==> src/rtl/recv_capture_pkg.sv <==
// Shared types and constants for the receive-capture controller: FSM state
// encoding, counter width, trailer tag and trailer field positions.
package recv_capture_pkg;

   // Width of the word/drop counters and of cfg_words.
   localparam int CNT_W = 16;

   // Tag carried in the top 16 bits of every trailer word.
   localparam logic [15:0] MAGIC = 16'hC0DE;

   // Trailer word layout: {MAGIC, words, drops, aborted, 79'b0}.
   localparam int TRL_W         = 128;
   localparam int TRL_MAGIC_LSB = 112;
   localparam int TRL_WORDS_LSB = 96;
   localparam int TRL_DROPS_LSB = 80;
   localparam int TRL_ABORT_BIT = 79;

   typedef enum logic [1:0] {
      IDLE    = 2'd0,
      ARM     = 2'd1,
      CAPTURE = 2'd2,
      TRAILER = 2'd3
   } state_e;

endpackage

==> src/rtl/recv_trailer_fmt.sv <==
// Combinational packing of the capture-statistics trailer word.
module recv_trailer_fmt
   import recv_capture_pkg::*;
(
   input  logic [CNT_W-1:0] words,
   input  logic [CNT_W-1:0] drops,
   input  logic             aborted,
   output logic [TRL_W-1:0] trailer
);

   // Place tag, counters and abort flag into their fixed fields; rest is zero.
   always_comb begin
      trailer                          = '0;
      trailer[TRL_MAGIC_LSB +: 16]     = MAGIC;
      trailer[TRL_WORDS_LSB +: CNT_W]  = words;
      trailer[TRL_DROPS_LSB +: CNT_W]  = drops;
      trailer[TRL_ABORT_BIT]           = aborted;
   end

endmodule

==> src/rtl/recv_capture_ctrl.sv <==
// Acquisition sequencer: arms on start, gates ADC strobes into comm_recv for
// cfg_words packed words, then writes one statistics trailer to the FIFO.
// Optional level trigger on ad1 in ARM: define RECV_CAPTURE_CTRL_TRIG_EN.
module recv_capture_ctrl
   import recv_capture_pkg::*;
(
   input  logic             CLK,
   input  logic             RST,
   input  logic             start,
   input  logic             abort,
   input  logic [CNT_W-1:0] cfg_words,
   input  logic [7:0]       trig_level,
   input  logic [7:0]       ad1,
   input  logic             ad_valid_in,
   output logic             ad_valid_out,
   output logic             rx_rst,
   input  logic             rx_wr_en,
   input  logic [127:0]     rx_dout,
   output logic             rx_full,
   output logic             wr_en,
   output logic [127:0]     dout,
   input  logic             full,
   output logic             busy,
   output logic             done
);

   state_e           state_q, state_d;
   logic [CNT_W-1:0] cfg_words_q, cfg_words_d;
   logic [CNT_W-1:0] words_q, words_d;
   logic [CNT_W-1:0] drops_q, drops_d;
   logic             aborted_q, aborted_d;

   logic [CNT_W-1:0] words_inc;
   logic [TRL_W-1:0] trailer_word;

   // Ungated output values; forced to zero below while RST is high.
   logic             avo_c;
   logic             rx_rst_c;
   logic             rx_full_c;
   logic             wr_en_c;
   logic [127:0]     dout_c;
   logic             done_c;

`ifdef RECV_CAPTURE_CTRL_TRIG_EN
   logic             trig_hit;
   assign trig_hit = ad_valid_in && (ad1 >= trig_level);
`else
   // Trigger inputs have no function without the trigger feature.
   logic             unused_trig;
   assign unused_trig = ^{trig_level, ad1};
`endif

   assign words_inc = words_q + CNT_W'(1);

   recv_trailer_fmt u_trailer (
      .words   (words_q),
      .drops   (drops_q),
      .aborted (aborted_q),
      .trailer (trailer_word)
   );

   // State and statistics registers with synchronous reset.
   always_ff @(posedge CLK) begin
      // NOTE: state is updated only with non-blocking assignments so every
      // register samples the pre-edge values computed by the combinational block.
      if (RST) begin
         state_q     <= IDLE;
         cfg_words_q <= '0;
         words_q     <= '0;
         drops_q     <= '0;
         aborted_q   <= 1'b0;
      end else begin
         state_q     <= state_d;
         cfg_words_q <= cfg_words_d;
         words_q     <= words_d;
         drops_q     <= drops_d;
         aborted_q   <= aborted_d;
      end
   end

   // Next-state, counter updates and per-state output decode.
   always_comb begin
      // NOTE: every variable gets a default before the case so no path can
      // leave one unassigned and infer a latch.
      state_d     = state_q;
      cfg_words_d = cfg_words_q;
      words_d     = words_q;
      drops_d     = drops_q;
      aborted_d   = aborted_q;
      avo_c       = 1'b0;
      rx_rst_c    = 1'b0;
      rx_full_c   = 1'b0;
      wr_en_c     = 1'b0;
      dout_c      = '0;
      done_c      = 1'b0;

      unique case (state_q)
         IDLE: begin
            // abort is ignored here; start always wins.
            if (start) begin
               cfg_words_d = cfg_words;
               words_d     = '0;
               drops_d     = '0;
               aborted_d   = 1'b0;
               rx_rst_c    = 1'b1;
               state_d     = ARM;
            end
         end

         ARM: begin
            if (abort) begin
               aborted_d = 1'b1;
               state_d   = TRAILER;
            end else if (cfg_words_q == '0) begin
               state_d = TRAILER;
            end else begin
`ifdef RECV_CAPTURE_CTRL_TRIG_EN
               // The triggering sample is the first one handed to comm_recv.
               if (trig_hit) begin
                  avo_c   = ~full;
                  state_d = CAPTURE;
               end
`else
               state_d = CAPTURE;
`endif
            end
         end

         CAPTURE: begin
            avo_c     = ad_valid_in & ~full;
            rx_full_c = full;
            wr_en_c   = rx_wr_en;
            dout_c    = rx_dout;
            if (ad_valid_in && full && (drops_q != '1)) begin
               drops_d = drops_q + CNT_W'(1);
            end
            if (rx_wr_en) begin
               words_d = words_inc;
            end
            // A write coincident with abort is still forwarded and counted.
            if (abort) begin
               aborted_d = 1'b1;
               state_d   = TRAILER;
            end else if (rx_wr_en && (words_inc == cfg_words_q)) begin
               state_d = TRAILER;
            end
         end

         TRAILER: begin
            // comm_recv writes are blocked; its partial word is discarded.
            if (!full) begin
               wr_en_c = 1'b1;
               dout_c  = trailer_word;
               done_c  = 1'b1;
               state_d = IDLE;
            end
         end

         default: state_d = IDLE;
      endcase
   end

   // Outputs are held at zero for the whole reset cycle.
   always_comb begin
      ad_valid_out = avo_c & ~RST;
      rx_rst       = rx_rst_c & ~RST;
      rx_full      = rx_full_c & ~RST;
      wr_en        = wr_en_c & ~RST;
      dout         = RST ? '0 : dout_c;
      done         = done_c & ~RST;
      busy         = (state_q != IDLE) & ~RST;
   end

endmodule

==> config.mk <==
export PLATFORM = sky130hd
export DESIGN_NAME = recv_capture_ctrl
export DESIGN_NICKNAME = d
export VERILOG_FILES = /design/src/rtl/recv_capture_pkg.sv /design/src/rtl/recv_trailer_fmt.sv /design/src/rtl/recv_capture_ctrl.sv
export SDC_FILE = /design/constraint.sdc
export NUM_CORES = 1
export LEC_CHECK = 0
export CAP_MARGIN = 20
export CORE_ASPECT_RATIO = 0.6
export CORE_MARGIN = 3
export CORE_UTILIZATION = 35
export CTS_CLUSTER_SIZE = 12
export DETAILED_ROUTE_END_ITERATION = 8
export PLACE_DENSITY = 0.82
export SYNTH_ARGS = -nofsm -noshare
export SYNTH_HDL_FRONTEND = slang
export SYNTH_SLANG_ARGS = --single-unit
==> constraint.sdc <==
create_clock -name CLK -period 3.3 [get_ports CLK]
set_clock_uncertainty 0.2 [all_clocks]
set_input_delay 0.66 -clock CLK [delete_from_list [all_inputs] [get_ports CLK]]
set_output_delay 0.66 -clock CLK [all_outputs]
set_load 0.02 [all_outputs]
==> results of run 1 <==
[power groups by stage]
stage               logic (mW)  registers [mW]  clock network (mW)
floorplan                 1.02           0.739                   0
global placement          1.74           0.768                   0
detailed placement        1.79           0.772                   0
CTS                       1.74           0.760               0.515
global route              1.93           0.772               0.540
finish                    1.78           0.762               0.511
[state kept, by name, summed over array words and instances, names as in the netlist]
| signal | count |
|---|---|
| cfg_words_q | 16 |
| words_q | 16 |
| state_q | 2 |
| aborted_q | 1 |
| drops_q | 16 |
[through the flow]
| step | utilization [%] | worst slack, ns | power (mW) | hold WS (ns) | TNS [ns] |
|---|---|---|---|---|---|
| after CTS | 66.0 | 0.000101 | 3.02 | 0.325 | 0 |
| final | 66.5 | 0.0647 | 3.05 | 0.322 | 0 |
| after floorplan | - | 0.434 | 1.76 | 0.284 | 0 |
| after global routing | 66.5 | -0.00828 | 3.24 | 0.353 | -0.0133 |
| after global placement | 65.3 | -0.0449 | 2.51 | 0.313 | -0.599 |
| after detailed placement | 65.3 | -0.0519 | 2.56 | 0.310 | -0.829 |
[placed cells by master (no fill, tap or decap), drive strengths merged, types with 5 or more instances in the layout]
cell type,count
and4,6
nand2b,5
clkbuf,6
a21o,12
nor3,17
xor2,14
a21oi,24
a22o,16
clkdlybuf4s50,208
inv,6
buf,31
and2,90
nand4,8
nor4,9
xnor2,18
nand3,17
nand2,37
nor2b,6
dlygate4sd2,64
o21ai,10
nor2,82
a22oi,34
ha,7
or3,6
dfxtp,51
dlymetal6s2s,10
[worst min-delay path by stage]
stage                                        to  slack, ns  cells after the start
finish              cfg_words_q[8]$_SDFFE_PP0P_       0.32                      1
global route        cfg_words_q[8]$_SDFFE_PP0P_       0.35                      1
CTS                 cfg_words_q[8]$_SDFFE_PP0P_       0.33                      1
detailed placement  cfg_words_q[8]$_SDFFE_PP0P_       0.31                      1
global placement       drops_q[12]$_SDFFE_PP0P_       0.31                      2
floorplan           cfg_words_q[9]$_SDFFE_PP0P_       0.28                      1
[cells in the mapped netlist, types with 3 or more instances]
library cell / number
and4_1: 6
a22o_1: 16
xor2_1: 14
nand2_1: 37
buf_2: 4
or3_1: 5
nor2_1: 81
nor4_1: 8
inv_1: 6
a21o_1: 12
nor3_1: 16
nand4b_1: 3
a21oi_1: 24
clkbuf_1: 34
xnor2_1: 18
and2_1: 90
nand4_1: 7
o21ai_0: 9
mux2i_1: 3
dfxtp_1: 51
nand3_1: 15
nand2b_1: 5
a22oi_1: 33
nor2b_1: 6
buf_4: 6
ha_1: 7
a31oi_1: 3
[repair_timing]
action	4_1_cts	5_1_grt
endpoints found under the setup margin	102	64
gates resized for setup	65	11
hold endpoints to repair	0	0
setup buffers	0	2
[cell type report]
class,instances,area share [%]
sequential,51,14.1
clock inverter,2,0.172
inverter,6,0.310
antenna,1,0.0344
tap,155,2.67
timing repair buffer,313,42.0
clock buffer,6,1.77
multi-input combinational,450,39.0
[logic make-up (layout without fill, tap and decap cells)]
logic type,after synthesis,in the layout,synth area share [%]
AOI/OAI and AO/OA,110,110,19.3
xor gates and xnor gates,32,32,6.94
adders and majority gates,7,7,2.17
buffers and inverters,51,327,5.42
DFF,51,51,25.3
muxes,5,5,1.39
other,0,1,0
and+or+nand+nor,296,296,39.5
[worst max-delay path, cell delays in order]
cell and delay, ns:
clkdlybuf4s50_1 0.46, nor2b_4 0.19, buf_4 0.23, a22oi_1 0.10, nor2_1 0.11, clkdlybuf4s50_1 0.62
[layer usage]
metal	vias up	GRT usage [%]	routed length (microns)	part of all wire [%]
li1	2465	-	-	-
met1	2358	34.7	7690	44
met2	265	38.8	8050	46
met3	21	5.29	1580	9.0
met4	0	4.40	269	1.5
met5	-	0	0	0
==> impl_metrics.tcl, run 1 <==
set metrics [dict create \
    detail_route.iter0.violations 365 \
    synth_cell_type_count 55 \
    die_x_microns 145 \
    critPathCaptureType "output port" \
    cap_violations 0 \
    hold_path.class "flip-flop to flip-flop" \
    finalNonFillerCells 984 \
    numCtsBuffers 5 \
    mappedNetlistArea_sq_mm 0.00404 \
    ys_warn_count 0 \
    reg2reg_depth 8 \
    cts_root_buf "clkbuf_16" \
    setup_viol 0 \
    worst_setup_path_start_kind "primary input" \
    clk_pin_slew_ns 0.06 \
    min_period_over_period_pct 98.0 \
    startpoint "full" \
    yosys.area.top_type "dfxtp_1" \
    start_util_pct 37.0 \
    cell_internal_pwr_mw 1.79 \
    area_delta_synth_final_pct 79.8 \
    sequentialPowerShare_pct 25.0 \
    status "finished clean" \
    hold_viol 0 \
    grt_pass1_wl_mm 24.8 \
    p_comb_share_pct 58.3 \
    syn-instance-count 552 \
    p_leak_nw 3.17 \
    register_area_sq_mm 0.00102 \
    drtAntennaViolNets 0 \
    h-tree-depth 2 \
    syn_nets 726 \
    synthTopCellsByArea "dfxtp_1, and2_1, nor2_1, a22oi_1, xnor2_1" \
    r2r-end "state_q[0]$_SDFFE_PP0P_" \
    first_global_vias 4657 \
    critical_path_arrival_ns 2.38 \
    endpoint "dout[100]" \
    antenna_found_initial 1 \
    placementRows 29 \
    viasPerCell 5.19 \
    power.share.switching_pct 41.2 \
    synth-seq-cells 51 \
    r2r_setup_slack_ns 0.44 \
    yosysSeqAreaShare_pct 25.3 \
    fp.dieH_microns 89.2 \
    fin_crit_ns 3.24 \
    slew_violations 0 \
    drcViolationCount 0 \
    r2r_start "words_q[0]$_SDFFE_PP0P_" \
    fmax_ghz 0.309 \
    synth_edf_count 0 \
    ios 301 \
    slew_headroom_pct 36.9 \
    cts_hold_buf 0 \
    multi_input_area_sq_mm 0.00283 \
    fin_area_sq_mm 0.00726 \
    wire_per_inst_microns 17.9 \
    synth_flop_cell "dfxtp_1" \
    cts_tree "yes" \
    nets 1001 \
    port-buffer-count 284 \
    clkPwrFrac_pct 16.7 \
    async_flop_share_pct 0 \
    postPlaceCellArea_sq_mm 0.00713 \
    dpl.cell_count 973 \
    grt_max_degree 44 \
    grt.overflow.total 0 \
    routed_wl_mm 17.6 \
    clkSinkCount 51 \
    avgSynthCellArea_sq_um 7.32 \
    grt_usage_pct 24.4 \
    vias 5109 \
    yosysTopAreaCellShare_pct 25.3 \
    coreArea_sq_mm 0.0109 \
    p_sw_mw 1.26 \
    clk_path_buf_depth 2 \
    ir_drop_v 0.000286 \
    power.density_mw_per_mm2 420 \
    fillerInstances 914 \
    crit_required_ns 2.44 \
    crit_type "primary input to output port" \
    clock_latency_ns 0.29 \
    hp-start "cfg_words_q[8]$_SDFFE_PP0P_" \
    tightest_slew_ns 0.943 \
    drive_above_1_share_pct 6.64 \
    dp_hpwl_mm 14.7 \
    drtPass1Iterations 5 \
    place.gp.congestion 0.980 \
    worstPathMaxFanout 16 \
    die_area_sq_mm 0.0129 \
]
(Power assumes the default switching activity.)
==> run 2: changes to the inputs <==
--- a/config.mk
+++ b/config.mk
@@ -15,3 +15,4 @@
 export SYNTH_ARGS = -nofsm -noshare
 export SYNTH_HDL_FRONTEND = slang
 export SYNTH_SLANG_ARGS = --single-unit
+export TNS_END_PERCENT = 10
==> impl_metrics.tcl, run 2 (synthesis results as in run 1) <==
set metrics [dict create \
    drcViolationCount 0 \
    p_sw_mw 1.26 \
    hold_path.class "flip-flop to flip-flop" \
    pre_cts_ws_ns -0.0519 \
    clk_path_buf_depth 2 \
    nets 1001 \
    slew_violations 0 \
    drtPass1Iterations 5 \
    crit_chain "clkdlybuf4s50_1 -> nor2b_4 -> buf_4 -> a22oi_1 -> nor2_1 -> clkdlybuf4s50_1" \
    critical_path_arrival_ns 2.37 \
    grt.overflow.total 0 \
    h-tree-depth 2 \
    power.total_mw 3.05 \
    crit_type "primary input to output port" \
    vias 5100 \
    ios 301 \
    layout_setup_ws_ns 0.0670 \
    setup_tns_ns 0 \
    dp_hpwl_mm 14.7 \
    largestRegisters "cfg_words_q x16, drops_q x16, words_q x16" \
    placementRows 29 \
    clkPwrFrac_pct 16.7 \
    port-buffer-count 284 \
    setup_viol 0 \
    whs_ns 0.322 \
    worstPathMaxFanout 9 \
    drive_above_1_share_pct 6.64 \
    fin_area_sq_mm 0.00726 \
    crit_top_cell "clkdlybuf4s50_1" \
    finalNonFillerCells 984 \
    area_delta_synth_final_pct 79.7 \
    fp.dieH_microns 89.2 \
    final_cell_mix "clkdlybuf4s50_1, and2_1, nor2_1" \
    cts_tree "yes" \
    utilization_pct 66.5 \
    crit_slowest_cell "clkdlybuf4s50_1" \
    viasPerCell 5.18 \
    tightest_slew_ns 0.944 \
    p_leak_nw 3.14 \
    power.density_mw_per_mm2 420 \
    postPlaceCellArea_sq_mm 0.00713 \
    die_x_microns 145 \
    hold_viol 0 \
    grt_usage_pct 24.4 \
    max_stage_delay_ns 0.63 \
    final_common_cell "clkdlybuf4s50_1" \
    drtAntennaViolNets 0 \
    grt_pass1_wl_mm 24.8 \
    power.share.switching_pct 41.2 \
    die_area_sq_mm 0.0129 \
    min_period_over_period_pct 98.0 \
    ir_drop_v 0.000284 \
    first_global_vias 4657 \
    critPathCaptureType "output port" \
    routed_wl_mm 17.5 \
    start_util_pct 37.0 \
    numCtsBuffers 5 \
    place.gp.congestion 0.980 \
    worst_setup_path_start_kind "primary input" \
    clkSinkCount 51 \
    sequentialPowerShare_pct 25.0 \
    p_comb_share_pct 58.3 \
    status "finished clean" \
    crit_required_ns 2.44 \
    grt_max_degree 44 \
    fin_crit_ns 3.23 \
    fmax_ghz 0.309 \
    slew_headroom_pct 36.9 \
    cts_root_buf "clkbuf_16" \
    cell_internal_pwr_mw 1.80 \
    clock_latency_ns 0.29 \
    antenna_found_initial 1 \
    wire_per_inst_microns 17.8 \
    detail_route.iter0.violations 355 \
    coreArea_sq_mm 0.0109 \
    dpl.cell_count 973 \
    fillerInstances 914 \
    cap_violations 0 \
    clk_pin_slew_ns 0.06 \
]
run 2: repair_timing:
action	4_1_cts	5_1_grt
setup endpoints to repair	102	64
resized for setup	65	10
buffers inserted	0	2
pin swaps	0	0
hold buffers	0	0
run 2: critical path: cells and delay by family:
kind	cells	cell delay, ns
buffers and inverters	3	1.29
AND/OR/NAND/NOR	2	0.32
AO/OA/AOI/OAI	1	0.10
run 2: final cells by class:
type	instances	area (sq um)	share of cell area, %
sequential	51	1020	14.1
inverter	6	22.5	0.310
multi-input combinational	450	2830	39.0
antenna	1	2.50	0.0345
tap	155	194	2.67
timing repair buffer	313	3050	42.0
clock inverter	2	12.5	0.172
clock buffer	6	129	1.77
run 2: final timing paths:
| kind | startpoint | end | slack [ns] | depth (start not counted) |
|---|---|---|---|---|
| setup / recovery | full | dout[80] | 0.07 | 6 |
| hold / removal | cfg_words_q[8]$_SDFFE_PP0P_ | cfg_words_q[8]$_SDFFE_PP0P_ | 0.32 | 1 |
| setup reg to reg | words_q[0]$_SDFFE_PP0P_ | state_q[0]$_SDFFE_PP0P_ | 0.44 | 8 |
| hold reg to reg | cfg_words_q[8]$_SDFFE_PP0P_ | cfg_words_q[8]$_SDFFE_PP0P_ | 0.32 | 1 |
run 2: routing by layer:
metal	up-vias	GRT usage (%)	part of all wire (%)
met5	-	0	0
met4	0	4.40	1.6
met3	21	5.29	8.9
met2	271	38.8	46
met1	2341	34.7	44
li1	2467	-	-
run 2: power groups by stage:
stage,logic [mW],clock network (mW),registers (mW)
3_3_place_gp,1.74,0,0.768
2_1_floorplan,1.02,0,0.739
3_5_place_dp,1.79,0,0.772
6_report,1.78,0.511,0.762
5_1_grt,1.93,0.540,0.772
4_1_cts,1.74,0.515,0.760
==> run 3: changes to the inputs <==
==> constraint.sdc (replaced) <==
create_clock -name CLK -period 3.25 [get_ports CLK]
set_clock_uncertainty 0.2 [all_clocks]
set_input_delay 0.65 -clock CLK [delete_from_list [all_inputs] [get_ports CLK]]
set_output_delay 0.65 -clock CLK [all_outputs]
set_load 0.02 [all_outputs]
==> impl_metrics.tcl, run 3 (synthesis results as in run 1) <==
set metrics [dict create \
    status "finished clean" \
    die_area_sq_mm 0.0129 \
    min_period_over_period_pct 98.4 \
    port-buffer-count 284 \
    p_leak_nw 3.37 \
    power.density_mw_per_mm2 433 \
    fillerInstances 879 \
    fp.dieH_microns 89.2 \
    r2r_start "words_q[0]$_SDFFE_PP0P_" \
    crit_slowest_cell "clkdlybuf4s50_1" \
    cts_setup_buffers 0 \
    cap_violations 0 \
    grt_pass1_wl_mm 26.3 \
    cts_root_buf "clkbuf_16" \
    whs_ns 0.330 \
    first_global_vias 4700 \
    cts_tree "yes" \
    clk_path_buf_depth 2 \
    postPlaceCellArea_sq_mm 0.00718 \
    nets 1003 \
    dp_hpwl_mm 15.1 \
    clock_latency_ns 0.29 \
    clkSinkCount 51 \
    crit_family "buffers and inverters" \
    startpoint "full" \
    drive_above_1_share_pct 7.12 \
    placementRows 29 \
    grt_max_degree 44 \
    drtAntennaViolNets 0 \
    fin_crit_ns 3.20 \
    crit_chain "clkdlybuf4s50_1 -> nor2b_2 -> buf_6 -> a22oi_1 -> nor2_1 -> clkdlybuf4s50_1" \
    critPathBufInv 3 \
    hold_viol 0 \
    ios 301 \
    drcViolationCount 0 \
    clk_pin_slew_ns 0.07 \
    critical_path_arrival_ns 2.35 \
    drtPass1Iterations 6 \
    area_delta_synth_final_pct 83.4 \
    wire_per_inst_microns 18.8 \
    coreArea_sq_mm 0.0109 \
    largestRegisters "cfg_words_q x16, drops_q x16, words_q x16" \
    worstPathMaxFanout 21 \
    numCtsBuffers 5 \
    hp-start "cfg_words_q[10]$_SDFFE_PP0P_" \
    crit_top_cell "clkdlybuf4s50_1" \
    final_common_cell "clkdlybuf4s50_1" \
    slew_headroom_pct 37.6 \
    antenna_found_initial 1 \
    crit_required_ns 2.40 \
    fmax_ghz 0.313 \
    worst_setup_path_start_kind "primary input" \
    die_x_microns 145 \
    final_cell_mix "clkdlybuf4s50_1, and2_1, nor2_1" \
    crit_type "primary input to output port" \
    fin_area_sq_mm 0.00741 \
    setup_viol 0 \
    hold_path.class "flip-flop to flip-flop" \
    routed_wl_mm 18.5 \
    dpl.cell_count 977 \
    grt_usage_pct 25.9 \
    max_stage_delay_ns 0.62 \
    critPathCaptureType "output port" \
    ir_drop_v 0.000353 \
    h-tree-depth 2 \
    place.gp.congestion 0.961 \
    power.total_mw 3.21 \
    slew_violations 0 \
    vias 5166 \
    viasPerCell 5.24 \
    grt.overflow.total 0 \
    tightest_slew_ns 0.932 \
    detail_route.iter0.violations 527 \
    start_util_pct 37.0 \
    finalNonFillerCells 985 \
]
## run 3: cell count changes in the layout (fill, tap and decap cells not counted), moves of 2 or more
| cell | previous run | this run |
|---|---|---|
| dfxtp_2 | 0 | 2 |
| dlygate4sd2_1 | 64 | 13 |
| dlymetal6s2s_1 | 8 | 32 |
| clkdlybuf4s50_1 | 210 | 237 |
| dfxtp_1 | 51 | 49 |
## run 3: path summary, 6_finish.rpt
kind              cells after the start                            to  slack (ns)
hold reg to reg                       1  cfg_words_q[10]$_SDFFE_PP0P_        0.33
setup / recovery                      6                     dout[107]        0.05
setup reg to reg                      8       state_q[0]$_SDFFE_PP0P_        0.22
hold / removal                        1  cfg_words_q[10]$_SDFFE_PP0P_        0.33
## run 3: area by class of cell
cell class | instances | area [sq um] | share of cell area [%]
Antenna cell | 1 | 2.50 | 0.0338
Clock buffer | 6 | 129 | 1.74
Clock inverter | 1 | 30.0 | 0.405
Inverter | 6 | 22.5 | 0.304
Multi-Input combinational cell | 450 | 2820 | 38.0
Sequential cell | 51 | 1020 | 13.8
Tap cell | 155 | 194 | 2.62
Timing Repair Buffer | 315 | 3190 | 43.1
## run 3: through the flow
stage / TNS (ns) / utilization, % / setup slack [ns]
2_1_floorplan: 0 / - / 0.394
3_3_place_gp: -4.92 / 65.7 / -0.0816
3_5_place_dp: -7.36 / 65.7 / -0.114
4_1_cts: 0 / 67.1 / 0.00259
5_1_grt: -0.0247 / 67.9 / -0.0247
6_report: 0 / 67.9 / 0.0509
## run 3: per-layer routing
| metal | track usage, % | up-vias | wire length [microns] |
|---|---|---|---|
| met3 | 3.69 | 24 | 1640 |
| li1 | - | 2465 | - |
| met4 | 4.66 | 0 | 227 |
| met5 | 0 | - | 0 |
| met2 | 40.4 | 302 | 8630 |
| met1 | 38.6 | 2375 | 8020 |
## run 3: power by group
part	switching (mW)	total [mW]	internal, mW
Combinational	0.976	1.84	0.861
Sequential	0.0942	0.782	0.688
Clock	0.230	0.590	0.360
## run 3: repair_timing
item | CTS | global route
endpoints found under the setup margin | 128 | 113
resized for setup | 15 | 35
hold buffers | 0 | 0
